### src/rtl/apb_master.sv
// ---------------------------------------------------------------------------
// apb_master
//   APB initiator that turns a single-cycle request strobe from the core's data
//   bus into one APB SETUP/ACCESS transfer. It decodes the address to one PSEL,
//   waits for that slave's PREADY, and returns read data with a one-cycle
//   completion pulse. The error flag marks unmapped addresses and slaves that
//   never raise PREADY.
//
//   Core side
//     PCLK, PRESET        clock (rising edge), async active-high reset
//     transfer            request strobe; write/addr/wdata are sampled with it
//     write, addr, wdata  request direction, byte address, write data
//     rdata               read data, valid while ready=1, held afterwards
//     ready, err          one-cycle completion pulse and its error qualifier
//     busy                a transfer is in flight (state != IDLE)
//   APB side
//     PADDR, PWRITE, PWDATA, PENABLE, PSEL[NUM_SLV-1:0]
//     PRDATA_i[32*NUM_SLV-1:0]  slave i read data at [32*i +: 32]
//     PREADY_i[NUM_SLV-1:0]     slave i ready at bit i
//
//   Handshake: a request is accepted only when transfer=1 is sampled while
//   the FSM is IDLE (busy=0). Each accepted request produces exactly one
//   ready=1 cycle; err is meaningful only in that cycle and is 0 otherwise.
//   transfer sampled while busy is dropped, never queued. A new request may
//   be presented during the ready cycle, since the FSM is already IDLE then.
// ---------------------------------------------------------------------------
module apb_master #(
    parameter int NUM_SLV = 4,
    parameter int TIMEOUT = 255
) (
    input  logic                  PCLK,
    input  logic                  PRESET,
    input  logic                  transfer,
    input  logic                  write,
    input  logic [31:0]           addr,
    input  logic [31:0]           wdata,
    output logic [31:0]           rdata,
    output logic                  ready,
    output logic                  err,
    output logic                  busy,
    output logic [31:0]           PADDR,
    output logic                  PWRITE,
    output logic                  PENABLE,
    output logic [31:0]           PWDATA,
    output logic [NUM_SLV-1:0]    PSEL,
    input  logic [32*NUM_SLV-1:0] PRDATA_i,
    input  logic [NUM_SLV-1:0]    PREADY_i
);

    // The counter only has to reach TIMEOUT-1: the abort decision is taken on
    // the ACCESS cycle in which the count would otherwise hit TIMEOUT.
    localparam int CNT_W = (TIMEOUT > 1) ? $clog2(TIMEOUT) : 1;
    localparam logic [CNT_W-1:0] CNT_LAST = CNT_W'(TIMEOUT - 1);

    typedef enum logic [1:0] {
        S_IDLE   = 2'd0,
        S_SETUP  = 2'd1,
        S_ACCESS = 2'd2
    } state_t;

    state_t               state_q,   state_d;
    logic [31:0]          paddr_q,   paddr_d;
    logic                 pwrite_q,  pwrite_d;
    logic [31:0]          pwdata_q,  pwdata_d;
    logic                 penable_q, penable_d;
    logic [NUM_SLV-1:0]   psel_q,    psel_d;
    logic [31:0]          rdata_q,   rdata_d;
    logic                 ready_q,   ready_d;
    logic                 err_q,     err_d;
    logic [CNT_W-1:0]     cnt_q,     cnt_d;

    // Address decode: slave i owns 0x1000_i000 .. 0x1000_iFFF.
    logic [NUM_SLV-1:0]   dec_sel;
    logic                 hit;

    always_comb begin
        dec_sel = '0;
        for (int i = 0; i < NUM_SLV; i++) begin
            dec_sel[i] = (addr[31:16] == 16'h1000) && (addr[15:12] == 4'(i));
        end
    end

    assign hit = |dec_sel;

    // Return path is steered by the registered one-hot PSEL, so unselected
    // slaves can never influence ready/rdata.
    logic                 sel_ready;
    logic [31:0]          sel_rdata;

    always_comb begin
        sel_ready = 1'b0;
        sel_rdata = '0;
        for (int i = 0; i < NUM_SLV; i++) begin
            if (psel_q[i]) begin
                sel_ready = PREADY_i[i];
                sel_rdata = PRDATA_i[32*i +: 32];
            end
        end
    end

    always_comb begin
        state_d   = state_q;
        paddr_d   = paddr_q;
        pwrite_d  = pwrite_q;
        pwdata_d  = pwdata_q;
        penable_d = penable_q;
        psel_d    = psel_q;
        rdata_d   = rdata_q;
        ready_d   = 1'b0;
        err_d     = 1'b0;
        cnt_d     = cnt_q;

        case (state_q)
            S_IDLE: begin
                if (transfer) begin
                    if (hit) begin
                        paddr_d   = addr;
                        pwrite_d  = write;
                        pwdata_d  = wdata;
                        psel_d    = dec_sel;
                        penable_d = 1'b0;
                        state_d   = S_SETUP;
                    end else begin
                        // Unmapped: complete with error without touching APB.
                        ready_d = 1'b1;
                        err_d   = 1'b1;
                        rdata_d = '0;
                    end
                end
            end

            S_SETUP: begin
                penable_d = 1'b1;
                cnt_d     = '0;
                state_d   = S_ACCESS;
            end

            S_ACCESS: begin
                // PREADY is checked before the limit so a slave answering on
                // the last permitted cycle still completes cleanly.
                if (sel_ready) begin
                    psel_d    = '0;
                    penable_d = 1'b0;
                    ready_d   = 1'b1;
                    if (!pwrite_q) begin
                        rdata_d = sel_rdata;
                    end
                    state_d   = S_IDLE;
                end else if (cnt_q == CNT_LAST) begin
                    psel_d    = '0;
                    penable_d = 1'b0;
                    ready_d   = 1'b1;
                    err_d     = 1'b1;
                    rdata_d   = '0;
                    cnt_d     = '0;
                    state_d   = S_IDLE;
                end else begin
                    cnt_d = cnt_q + 1'b1;
                end
            end

            default: begin
                psel_d    = '0;
                penable_d = 1'b0;
                state_d   = S_IDLE;
            end
        endcase
    end

    always_ff @(posedge PCLK or posedge PRESET) begin
        if (PRESET) begin
            state_q   <= S_IDLE;
            paddr_q   <= '0;
            pwrite_q  <= 1'b0;
            pwdata_q  <= '0;
            penable_q <= 1'b0;
            psel_q    <= '0;
            rdata_q   <= '0;
            ready_q   <= 1'b0;
            err_q     <= 1'b0;
            cnt_q     <= '0;
        end else begin
            state_q   <= state_d;
            paddr_q   <= paddr_d;
            pwrite_q  <= pwrite_d;
            pwdata_q  <= pwdata_d;
            penable_q <= penable_d;
            psel_q    <= psel_d;
            rdata_q   <= rdata_d;
            ready_q   <= ready_d;
            err_q     <= err_d;
            cnt_q     <= cnt_d;
        end
    end

    assign PADDR   = paddr_q;
    assign PWRITE  = pwrite_q;
    assign PWDATA  = pwdata_q;
    assign PENABLE = penable_q;
    assign PSEL    = psel_q;
    assign rdata   = rdata_q;
    assign ready   = ready_q;
    assign err     = err_q;
    assign busy    = (state_q != S_IDLE);

endmodule
### config.mk
export PLATFORM = sky130hd
export DESIGN_NAME = apb_master
export DESIGN_NICKNAME = d
export VERILOG_FILES = /design/src/rtl/apb_master.sv
export SDC_FILE = /design/constraint.sdc
export NUM_CORES = 1
export LEC_CHECK = 0
export ABC_CLOCK_PERIOD_IN_PS = 3480
export CORE_ASPECT_RATIO = 1.1
export CORE_MARGIN = 2
export CORE_UTILIZATION = 37
export CTS_BUF_LIST = sky130_fd_sc_hd__clkbuf_4 sky130_fd_sc_hd__clkbuf_8
export DETAILED_ROUTE_END_ITERATION = 12
export PLACE_DENSITY = 0.82
export SETUP_SLACK_MARGIN = 0.4
export SLEW_MARGIN = 20
export SYNTH_ARGS = -nofsm -noshare
export SYNTH_HDL_FRONTEND = slang
export SYNTH_SLANG_ARGS = --single-unit
### constraint.sdc
create_clock -name PCLK -period 3.48 [get_ports PCLK]
set_clock_uncertainty 0.15 [all_clocks]
set_input_delay 0.522 -clock PCLK [delete_from_list [all_inputs] [get_ports PCLK]]
set_output_delay 0.522 -clock PCLK [all_outputs]
set_load 0.005 [all_outputs]
==> PnR_summary.wiki <==
{| class="wikitable"
! Metric !! Value
|-
| Xor/xnor cell area share of the yosys netlist || 0%
|-
| Max clock buf depth || 2
|-
| Post-placement cell area || 8850 um2
|-
| Peak VDD IR || 249 uV
|-
| Setup TNS Final || 0 ps
|-
| Instance count of the mapped netlist || 495
|-
| Overflow left after global routing || 0
|-
| Category of cells accounting for the largest share of critical-path delay || compound AO/OA/AOI/OAI gates
|-
| Die area || 16400 um2
|-
| Number of antenna violations at the first check in global routing || 0
|-
| Per-cell routed wire length || 17.0 um
|-
| Clock Sinks || 113
|-
| Hold_ws || 331 ps
|-
| Fraction of met1 tracks used by global routing || 24.0%
|-
| Element type at the critical path end || flop
|-
| Total clock buffers created by CTS || 17
|-
| Count of input and output buffers || 304
|-
| H-Tree Depth || 4
|-
| Max stage delay cell, worst path || sky130_fd_sc_hd__o2111a_4
|-
| Number of enable flip-flop cells after synthesis || 0
|-
| RSZ-0062 raised after global routing || false
|-
| Crit path arrival time || 2960 ps
|-
| Max capacitance violation total || 0
|-
| Post-layout worst setup margin || 697 ps
|-
| Total setup violations reported at the end of the flow || 0
|-
| Fraction of post-synthesis cell area in the top cell type by area || 49.6%
|-
| Post-synthesis cell area || 5700 um2
|-
| Critical path's largest stage delay || 630 ps
|-
| Final core utilization || 61.8%
|-
| Number of cells on the critical path || 7
|-
| Worst Max-Slew Pin Slew || 654 ps
|-
| Remaining number of nets flagged by the antenna check after routing || 0
|-
| CTS clk-pin slew, worst paths || 70 ps
|-
| Number of nets in the synthesized netlist || 697
|-
| Combinational family with the most area after synthesis || multiplexers
|-
| DP HPWL || 12500 um
|-
| Vertical die dimension || 134 um
|-
| Seq/Total Area, Yosys || 49.6%
|-
| Most instantiated cells after synthesis || 113 x sky130_fd_sc_hd__dfrtp_1, 42 x sky130_fd_sc_hd__mux2_2, 41 x sky130_fd_sc_hd__nand2_1
|-
| NumNets Final || 990
|-
| Worst Hold Depth || 1
|-
| Worst EP required || 3660 ps
|-
| Worst slew margin relative to its limit || 56.4%
|-
| Pleak || 3.96 nW
|-
| Setup fix buffers added after clock tree synthesis || 0
|-
| Shortest clock period the worst path allows after layout || 2780 ps
|-
| Final weighted congestion of routability-driven global placement || 0.810
|-
| Aggregate routed wire length || 16900 um
|-
| Number of gates resized after CTS || 0
|-
| Violation count after the first detailed-routing iteration || 164
|-
| Number of pins exceeding their max-slew limit in the final report || 0
|-
| Number of rows in the core area || 47
|-
| Busiest metal layer after global routing || met2
|-
| Fraction of layout instances using a drive strength above 1 || 16.1%
|-
| Proportion of synthesized area in mux cells || 17.4%
|-
| Cell with the most instances after synthesis || sky130_fd_sc_hd__dfrtp_1
|-
| Met3 track demand over resource in global routing || 7.74%
|-
| Cell Pwr Density || 365 nW/um2
|-
| Critical path startpoint category || flop
|-
| TritonCTS clock tree || yes
|-
| Share of synthesized cell area in full adder, half adder and majority cells || 0.439%
|-
| Number of hold-repair buffers added at the cts stage || 0
|-
| WP buf/inv || 1
|-
| Vias per cell || 5.01
|-
| Number of remaining DRC errors || 0
|-
| YS warnings || 0
|-
| Post-route fraction of the period consumed by the critical path || 80.0%
|-
| Leading register cell type out of synthesis || sky130_fd_sc_hd__dfrtp_1
|-
| Worst-path fanout max || 32
|-
| Routed via count || 4991
|-
| Path type of the worst min-delay path || reg2reg
|-
| Clock latency on the worst-skew pair || 440 ps
|-
| Top Ports || 305
|-
| Placeable Area || 15100 um2
|-
| Cell taking the most area after synthesis || sky130_fd_sc_hd__dfrtp_1
|-
| Worst setup timing slack at the placement stage || 475 ps
|-
| Diode insertion count for antenna repair || 0
|-
| First drt pass iteration count || 4
|-
| Maximum number of pins on one net before global-route repair || 114
|-
| Initial core utilization || 37.9%
|-
| Global-route met2 utilization || 33.4%
|-
| Final Hold Fails || 0
|-
| Post-synthesis sequential element count || 113
|-
| All-Layer GR Usage || 20.2%
|-
| Basic-gate share of the synthesized area counting and, or, nand and nor cells || 9.20%
|-
| Global-route wire length before repair || 25700 um
|-
| Number of cells traversed by the worst register-to-register path || 7
|-
| Syn avg cell area || 11.5 um2
|-
| Cells traversed along the worst timing path || inv_1, ha_1, nand4_1, o21ai_0, or2_2, o2111a_4, mux2_2
|-
| Post-synthesis async set-or-reset flop share || 100%
|-
| Critical Setup Path Class || reg2reg
|-
| Timing-limited maximum frequency || 359 MHz
|-
| Leading cell types by total area after synthesis || sky130_fd_sc_hd__dfrtp_1 50%, sky130_fd_sc_hd__mux2_2 8.3%, sky130_fd_sc_hd__mux2_4 7.9%
|-
| Post-route cell area || 9300 um2
|-
| Number of global-route vias before repair || 5035
|-
| Clock root buffer || sky130_fd_sc_hd__clkbuf_8
|-
| Compound-gate portion of the synthesized area || 16.7%
|-
| Outcome || finished, final reports clean
|-
| Number of distinct library cells after synthesis || 43
|-
| Area growth, synth to finish || 63.1%
|-
| Horizontal die dimension || 122 um
|}
## logic make-up after synthesis
group | after synthesis
AOI/OAI and AO/OA | 127
adders and majority gates | 2
buffers and inverters | 77
DFF | 113
muxes | 78
and+or+nand+nor | 98
## power breakdown
part / leakage (nW) / switching (mW) / internal, mW / total (mW)
clock: 0.218 / 0.589 / 0.799 / 1.39
combinational: 2.18 / 0.244 / 0.352 / 0.597
sequential: 1.56 / 0.0582 / 1.36 / 1.41
total: 3.96 / 0.891 / 2.51 / 3.40
## sequential cells by signal, summed over array words and instances, names as in the netlist
register  cells
PADDR        32
PWDATA       32
rdata        32
cnt_q         8
PSEL          4
PENABLE       1
PWRITE        1
err           1
ready         1
state_q       1
## per-stage QoR
| step | std cells | power (mW) |
|---|---|---|
| 2_1_floorplan | 495 | 1.77 |
| 6_report | 997 | 3.40 |
| 5_1_grt | 997 | 3.55 |
| 4_1_cts | 997 | 3.43 |
| 3_3_place_gp | 965 | 2.02 |
| 3_5_place_dp | 965 | 2.03 |
## per-layer routing
| layer | routed length (um) | up-vias | part of all wire [%] |
|---|---|---|---|
| li1 | - | 2370 | - |
| met1 | 6710 | 2383 | 40 |
| met2 | 8130 | 215 | 48 |
| met3 | 1750 | 23 | 10 |
| met4 | 314 | 0 | 1.9 |
| met5 | 0 | - | 0 |
## layout make-up
class                   count  area [um2]
repair buffers            313        3140
fillers                  1245        5760
inverters                  38         146
well taps                 196         245
flip-flops and latches    113        2830
multi-input cells         305        2490
clock inverters            14         205
clock buffers              18         241
## placed cells by master, fill, tap and decap left out, drive strengths merged, types with 6 or more instances in the layout
| cell | count |
|---|---|
| a211o | 32 |
| a21oi | 36 |
| a221oi | 32 |
| buf | 9 |
| clkbuf | 18 |
| clkdlybuf4s50 | 304 |
| dfrtp | 113 |
| inv | 40 |
| mux2 | 78 |
| nand2 | 42 |
| nor2 | 6 |
| nor2b | 22 |
| o21ai | 12 |
## worst paths after layout
path / from / to / slack, ps
setup / recovery: cnt_q[0]$_DFFE_PP0P_ / rdata[30]$_DFFE_PP0P_ / 700
hold reg to reg: PADDR[28]$_DFFE_PP0P_ / PADDR[28]$_DFFE_PP0P_ / 330
hold / removal: PADDR[28]$_DFFE_PP0P_ / PADDR[28]$_DFFE_PP0P_ / 330
setup reg to reg: cnt_q[0]$_DFFE_PP0P_ / rdata[30]$_DFFE_PP0P_ / 700
min in group asynchronous: PRESET / PWDATA[8]$_DFFE_PP0P_ / 450
max in group asynchronous: PRESET / PSEL[3]$_DFFE_PP0P_ / 2210
(Power assumes the default switching activity.)
